===== src/rtl/lsu_pkg.sv =====
// lsu_pkg: funct3 codes, controller states and request decode helpers
package lsu_pkg;

    localparam logic [2:0] F3_B  = 3'b000;
    localparam logic [2:0] F3_H  = 3'b001;
    localparam logic [2:0] F3_W  = 3'b010;
    localparam logic [2:0] F3_BU = 3'b100;
    localparam logic [2:0] F3_HU = 3'b101;

    typedef enum logic [1:0] {S_IDLE, S_REQ, S_WAIT, S_RESP} state_t;

    // Illegal width code or an access that crosses its natural alignment
    function automatic logic req_bad(input logic we, input logic [2:0] f3, input logic [1:0] a);
        logic illegal;
        logic misaligned;
        illegal    = we ? !(f3 == F3_B || f3 == F3_H || f3 == F3_W)
                        : (f3 == 3'b011 || f3 == 3'b110 || f3 == 3'b111);
        misaligned = (f3[1:0] == 2'b01 && a[0]) || (f3[1:0] == 2'b10 && a != 2'b00);
        return illegal || misaligned;
    endfunction

    function automatic logic [3:0] be_of(input logic [2:0] f3, input logic [1:0] a);
        return f3[1:0] == 2'b00 ? 4'b0001 << a :
               f3[1:0] == 2'b01 ? 4'b0011 << a : 4'b1111;
    endfunction

    function automatic logic [31:0] wdata_of(input logic [2:0] f3, input logic [31:0] d);
        return f3[1:0] == 2'b00 ? {4{d[7:0]}} :
               f3[1:0] == 2'b01 ? {2{d[15:0]}} : d;
    endfunction

endpackage


===== src/rtl/load_align.sv =====
// load_align: picks the addressed byte/half lane of a read word and extends it
module load_align
    import lsu_pkg::*;
(
    input  logic [31:0] word,
    input  logic [1:0]  addr,
    input  logic [2:0]  funct3,
    output logic [31:0] value
);

    logic [31:0] sh;

    // Shift the addressed lane down to bit 0, then extend by width code
    always_comb begin
        sh    = word >> {addr, 3'b000};
        value = funct3 == F3_B  ? {{24{sh[7]}}, sh[7:0]} :
                funct3 == F3_H  ? {{16{sh[15]}}, sh[15:0]} :
                funct3 == F3_W  ? word :
                funct3 == F3_BU ? {24'd0, sh[7:0]} :
                funct3 == F3_HU ? {16'd0, sh[15:0]} : 32'd0;
    end

endmodule


===== src/rtl/lsu_ctrl.sv =====
// lsu_ctrl: single-outstanding RV32I load/store controller to a word bus
module lsu_ctrl
    import lsu_pkg::*;
#(
    parameter int ADDR_W = 32
) (
    input  logic              clk,
    input  logic              rst_n,
    input  logic              req_valid,
    output logic              req_ready,
    input  logic              req_we,
    input  logic [2:0]        req_funct3,
    input  logic [ADDR_W-1:0] req_addr,
    input  logic [31:0]       req_wdata,
    output logic              rsp_valid,
    output logic [31:0]       rsp_rdata,
    output logic              rsp_err,
    output logic              mem_req,
    output logic              mem_we,
    output logic [ADDR_W-1:0] mem_addr,
    output logic [31:0]       mem_wdata,
    output logic [3:0]        mem_be,
    input  logic              mem_gnt,
    input  logic              mem_rvalid,
    input  logic [31:0]       mem_rdata,
    output logic              busy
);

    state_t      state, state_n;
    logic        we_q, err_q;
    logic [2:0]  f3_q;
    logic [1:0]  off_q;
    logic [31:0] rdata_q, aligned;
    logic        bad, accept;

    assign req_ready = state == S_IDLE;
    assign busy      = state != S_IDLE;
    assign mem_req   = state == S_REQ;
    assign rsp_valid = state == S_RESP;
    assign rsp_err   = rsp_valid && err_q;
    assign rsp_rdata = rsp_valid ? rdata_q : 32'd0;
    assign accept    = req_valid && req_ready;
    assign bad       = req_bad(req_we, req_funct3, req_addr[1:0]);

    load_align u_align (
        .word   (mem_rdata),
        .addr   (off_q),
        .funct3 (f3_q),
        .value  (aligned)
    );

    // State register; reset abandons any transaction in flight
    always_ff @(posedge clk or negedge rst_n) begin
        if (!rst_n) state <= S_IDLE;
        else        state <= state_n;
    end

    // Next state: errors skip the bus, stores skip the read wait
    always_comb begin
        state_n = state;
        case (state)
            S_IDLE:  if (accept) state_n = bad ? S_RESP : S_REQ;
            S_REQ:   if (mem_gnt) state_n = we_q ? S_RESP : S_WAIT;
            S_WAIT:  if (mem_rvalid) state_n = S_RESP;
            default: state_n = S_IDLE;
        endcase
    end

    // Request fields latch on acceptance so the bus sees them stable; load data latches in WAIT
    always_ff @(posedge clk or negedge rst_n) begin
        if (!rst_n) begin
            we_q      <= 1'b0;
            err_q     <= 1'b0;
            f3_q      <= 3'd0;
            off_q     <= 2'd0;
            rdata_q   <= 32'd0;
            mem_we    <= 1'b0;
            mem_addr  <= '0;
            mem_be    <= 4'd0;
            mem_wdata <= 32'd0;
        end else begin
            if (accept) begin
                we_q      <= req_we;
                err_q     <= bad;
                f3_q      <= req_funct3;
                off_q     <= req_addr[1:0];
                rdata_q   <= 32'd0;
                mem_we    <= req_we && !bad;
                mem_addr  <= {req_addr[ADDR_W-1:2], 2'b00};
                mem_be    <= bad ? 4'd0 : be_of(req_funct3, req_addr[1:0]);
                mem_wdata <= (req_we && !bad) ? wdata_of(req_funct3, req_wdata) : 32'd0;
            end
            if (state == S_WAIT && mem_rvalid) rdata_q <= aligned;
        end
    end

endmodule


===== config.mk =====
export PLATFORM = sky130hd
export DESIGN_NAME = lsu_ctrl
export DESIGN_NICKNAME = d
export VERILOG_FILES = /design/src/rtl/lsu_pkg.sv /design/src/rtl/load_align.sv /design/src/rtl/lsu_ctrl.sv
export SDC_FILE = /design/constraint.sdc
export NUM_CORES = 1
export LEC_CHECK = 0
export ABC_CLOCK_PERIOD_IN_PS = 3500
export CAP_MARGIN = 20
export CORE_ASPECT_RATIO = 0.9
export CORE_MARGIN = 3
export CORE_UTILIZATION = 48
export CTS_CLUSTER_DIAMETER = 40
export CTS_CLUSTER_SIZE = 10
export DETAILED_ROUTE_END_ITERATION = 12
export PLACE_DENSITY = 0.87
export SYNTH_ARGS = -nofsm -noshare
export SYNTH_HDL_FRONTEND = slang
export SYNTH_SLANG_ARGS = --single-unit

===== constraint.sdc =====
create_clock -name clk -period 3.5 [get_ports clk]
set_input_delay 0.525 -clock clk [delete_from_list [all_inputs] [get_ports clk]]
set_output_delay 0.525 -clock clk [all_outputs]
set_load 0.01 [all_outputs]

==> metrics.md <==
| Metric | Value |
|---|---|
| Synthesized area | `5450 um^2` |
| Starting Density | `49.8%` |
| GR Overflow Total | `0` |
| Critical path's slowest cell | `ha_1` |
| Worst-skew pair later-pin latency | `0.34 ns` |
| Met3 Use GR | `5.22%` |
| Routed Antenna Nets | `0` |
| Post-DP Area | `7620 um^2` |
| Ys Warns | `0` |
| Critical Path End Type | `output port` |
| Global route hottest layer | `met2` |
| Main combinational cell family by area after synthesis | `compound AO/OA/AOI/OAI gates` |
| Status | `completed` |
| Vias in the first global route | `4690` |
| Total GRT Usage | `25.2%` |
| H-tree levels | `3` |
| Final Max Slew Viols | `0` |
| Num ports | `211` |
| RePlAce Congestion | `0.944` |
| Hold WC Path Type | `primary input to asynchronous set/reset pin` |
| Hpwl dp | `12.4 mm` |
| Die W | `118 um` |
| Setup Skew | `0.00532 ns` |
| Post CTS Setup Buffer Count | `0` |
| Synth Area in Adders | `1.84%` |
| Clock sinks | `108` |
| N_diodes | `0` |
| CTS tree | `done` |
| Num CTS Buffers | `9` |
| Critical Path RT | `2.97 ns` |
| VDD IR max | `0.000419 V` |
| Flop-to-flop setup slack | `1.09 ns` |
| P_leak | `3.36 nW` |
| Multi-input gate area | `2540 um^2` |
| DRC Markers | `0` |
| Routed vias/inst | `5.52` |
| Nets | `826` |
| DR vias | `4802` |
| Routed len/inst | `19.0 um` |
| Post-synthesis mux area share | `13.7%` |
| Crit-path cells | `ha_1, buf_4, and2_1, clkdlybuf4s50_1` |
| Final worst path period share | `81.5%` |
| DR pass1 iterations | `5` |
| First-pass GRT wire length | `25.4 mm` |
| CTS root buffer | `clkbuf_16` |
| IO buf count | `208` |
| Sequential-to-total area share from yosys stat | `49.6%` |
| CORE AREA | `10900 um^2` |
| Final Instance Count excl. Fillers | `870` |
| Reg clk slew, reported paths | `0.07 ns` |
| Worst Setup Path Type | `register to output port` |
| Area grow syn2layout | `46.8%` |
| Placed insts | `852` |
| PwrDens | `755 nW/um^2` |
| Setup_tns | `0 ns` |
| Met1 GRT Util | `31.9%` |
| Share of cells above drive strength 1 | `11.4%` |
| Initial antenna violation count | `0` |
| Worst-margin pin slew | `1.01 ns` |
| Simple-Gate Fraction of Synth Area | `13.6%` |
| Type of origin of the critical path | `register` |
| Compound-gate portion of the synthesized area | `17.4%` |
| Die area | `12700 um^2` |
| M2 GR Usage | `43.7%` |
| CP max FO | `21` |
| # setup viols final | `0` |
| DIE HEIGHT | `107 um` |
| Critical path's top delay family | `buffers and inverters` |
| Detailed Route Iter0 Violations | `448` |
| Register area | `2700 um^2` |
| DRT Wirelength | `16.6 mm` |
| Crit path from | `state[1]` |
| Xor-xnor portion of the synthesized cell area | `0%` |
| Critical path's largest stage delay | `0.58 ns` |
| MaxCap Viol Count | `0` |
| Cts hold-fix bufs | `0` |
| Arr. time, crit path | `2.33 ns` |
| Fill cell count | `776` |
| Site Rows | `36` |
| Max Root-Sink Buffers | `2` |
| Unrepaired setup endpoints after global routing | `false` |
| Fmax | `351 MHz` |
| Final Hold Fails | `0` |
| Slew margin rel. | `32.6%` |
| Mapped Cells | `523` |
| Yosys cell types | `40` |
| Syn Area/Cell | `10.4 um^2` |
| Largest net degree at the start of global routing | `85` |
| Design area | `8000 um^2` |
| Post-CTS sizing | `0` |
| Synth Register Bits | `108` |
| Buf+Inv Stages, Crit Path | `2` |
| Final Critical Period | `2.85 ns` |
| WHS | `0.0168 ns` |
| RR Startpoint | `f3_q[1]` |
-- metrics by stage --
step           setup WS, ns  total power [mW]  utilization [%]
4_1_cts               0.619              6.04             72.6
3_5_place_dp          0.337              4.93             69.6
6_report              0.649              6.04             73.0
2_1_floorplan          1.57              3.61                -
5_1_grt               0.387              6.40             73.0
3_3_place_gp          0.622              4.82             69.6
-- worst reg2reg max path, delay by kind of cell, from the launching register on --
kind / cells / cell delay (ns)
AOI/OAI and AO/OA: 3 / 1.12
DFF: 1 / 1.01
and+or+nand+nor: 1 / 0.18
-- cell usage in the layout, fill, tap and decap left out, types with 2 or more instances in the layout --
cell type | netlist | routed
a21oi_1 | 18 | 18
a221oi_1 | 7 | 7
a22o_1 | 27 | 27
a22oi_1 | 6 | 6
a31oi_1 | 8 | 8
and2_1 | 35 | 35
buf_4 | 2 | 11
bufinv_16 | 0 | 2
clkbuf_16 | 0 | 9
clkdlybuf4s50_1 | 0 | 207
clkinv_4 | 0 | 2
conb_1 | 1 | 2
dfrtp_1 | 108 | 108
ha_1 | 8 | 8
inv_1 | 8 | 8
mux2_2 | 42 | 42
mux2i_1 | 25 | 25
nand2_1 | 56 | 55
nand2b_1 | 6 | 6
nand3_1 | 2 | 2
nor2_1 | 17 | 17
nor2b_1 | 20 | 20
o21ai_0 | 59 | 59
o2bb2ai_1 | 7 | 7
or2_2 | 6 | 6
-- cell usage after synthesis --
library cell | number | area, um^2
dfrtp_1 | 108 | 2700
mux4_2 | 1 | 22.5
and4_1 | 1 | 8.76
buf_2 | 2 | 10.0
inv_1 | 8 | 30.0
o31ai_1 | 1 | 7.51
buf_1 | 5 | 18.8
a22oi_1 | 6 | 45.0
or2_2 | 6 | 37.5
buf_4 | 2 | 15.0
nand2_1 | 56 | 210
a32o_1 | 1 | 10.0
mux2_2 | 42 | 473
nor3b_1 | 1 | 7.51
nor3_1 | 1 | 5.00
a32oi_2 | 1 | 16.3
o21bai_1 | 1 | 7.51
nor2b_1 | 20 | 125
o21ai_0 | 59 | 295
o2bb2ai_1 | 7 | 61.3
clkbuf_1 | 32 | 120
nand3_1 | 2 | 10.0
a22o_1 | 27 | 236
nand2b_1 | 6 | 37.5
nor2_4 | 1 | 11.3
o221ai_1 | 1 | 8.76
and3_1 | 1 | 6.26
nor2_1 | 17 | 63.8
buf_6 | 1 | 11.3
and2_1 | 35 | 219
a31oi_1 | 8 | 50.1
mux2i_1 | 25 | 250
a221oi_1 | 7 | 61.3
o21a_1 | 1 | 7.51
o41ai_4 | 1 | 27.5
ha_1 | 8 | 100
a21oi_1 | 18 | 90.1
conb_1 | 1 | 3.75
a221oi_2 | 1 | 15.0
a211oi_1 | 1 | 7.51
-- report_power, final --
group          internal, mW  total, mW  switching, mW
combinational          1.49       2.80           1.30
sequential             1.76       2.15          0.386
clock                 0.635       1.09          0.459
total                  3.89       6.04           2.15
-- state kept, by name, summed over array words and instances (netlist names), 2 cells and up --
signal	flops
state	2
off_q	2
mem_wdata	32
f3_q	3
mem_be	4
mem_addr	30
rdata_q	32
-- final timing paths --
kind | endpoint | cells after the start
worst min-delay path | mem_addr[8] | 1
max in group asynchronous | rdata_q[18] | 3
min in group clk | rdata_q[11] | 2
worst max-delay path | rsp_rdata[18] | 4
worst min register to register | rdata_q[11] | 2
worst max register to register | rdata_q[17] | 4
-- cell type report --
cell class | instances | share of cell area, %
clock buffers | 10 | 2.86
clock inverters | 6 | 1.21
inverters | 8 | 0.376
multi-input cells | 366 | 31.8
flip-flops and latches | 108 | 33.8
well taps | 152 | 2.38
repair buffers | 220 | 27.5
-- cell families (layout without fill, tap and decap cells) --
kind of cell / after synthesis / in the layout
DFF: 108 / 108
and+or+nand+nor: 147 / 147
adders and majority gates: 8 / 8
buffers and inverters: 50 / 244
AOI/OAI and AO/OA: 141 / 141
other: 1 / 2
muxes: 68 / 68
-- layer usage --
metal | routed length, um | vias to the layer above
met5 | 0 | -
met4 | 384 | 0
met3 | 940 | 31
met2 | 8570 | 203
met1 | 6660 | 2349
li1 | - | 2219
Note: power is estimated with default switching activity, not from simulation.
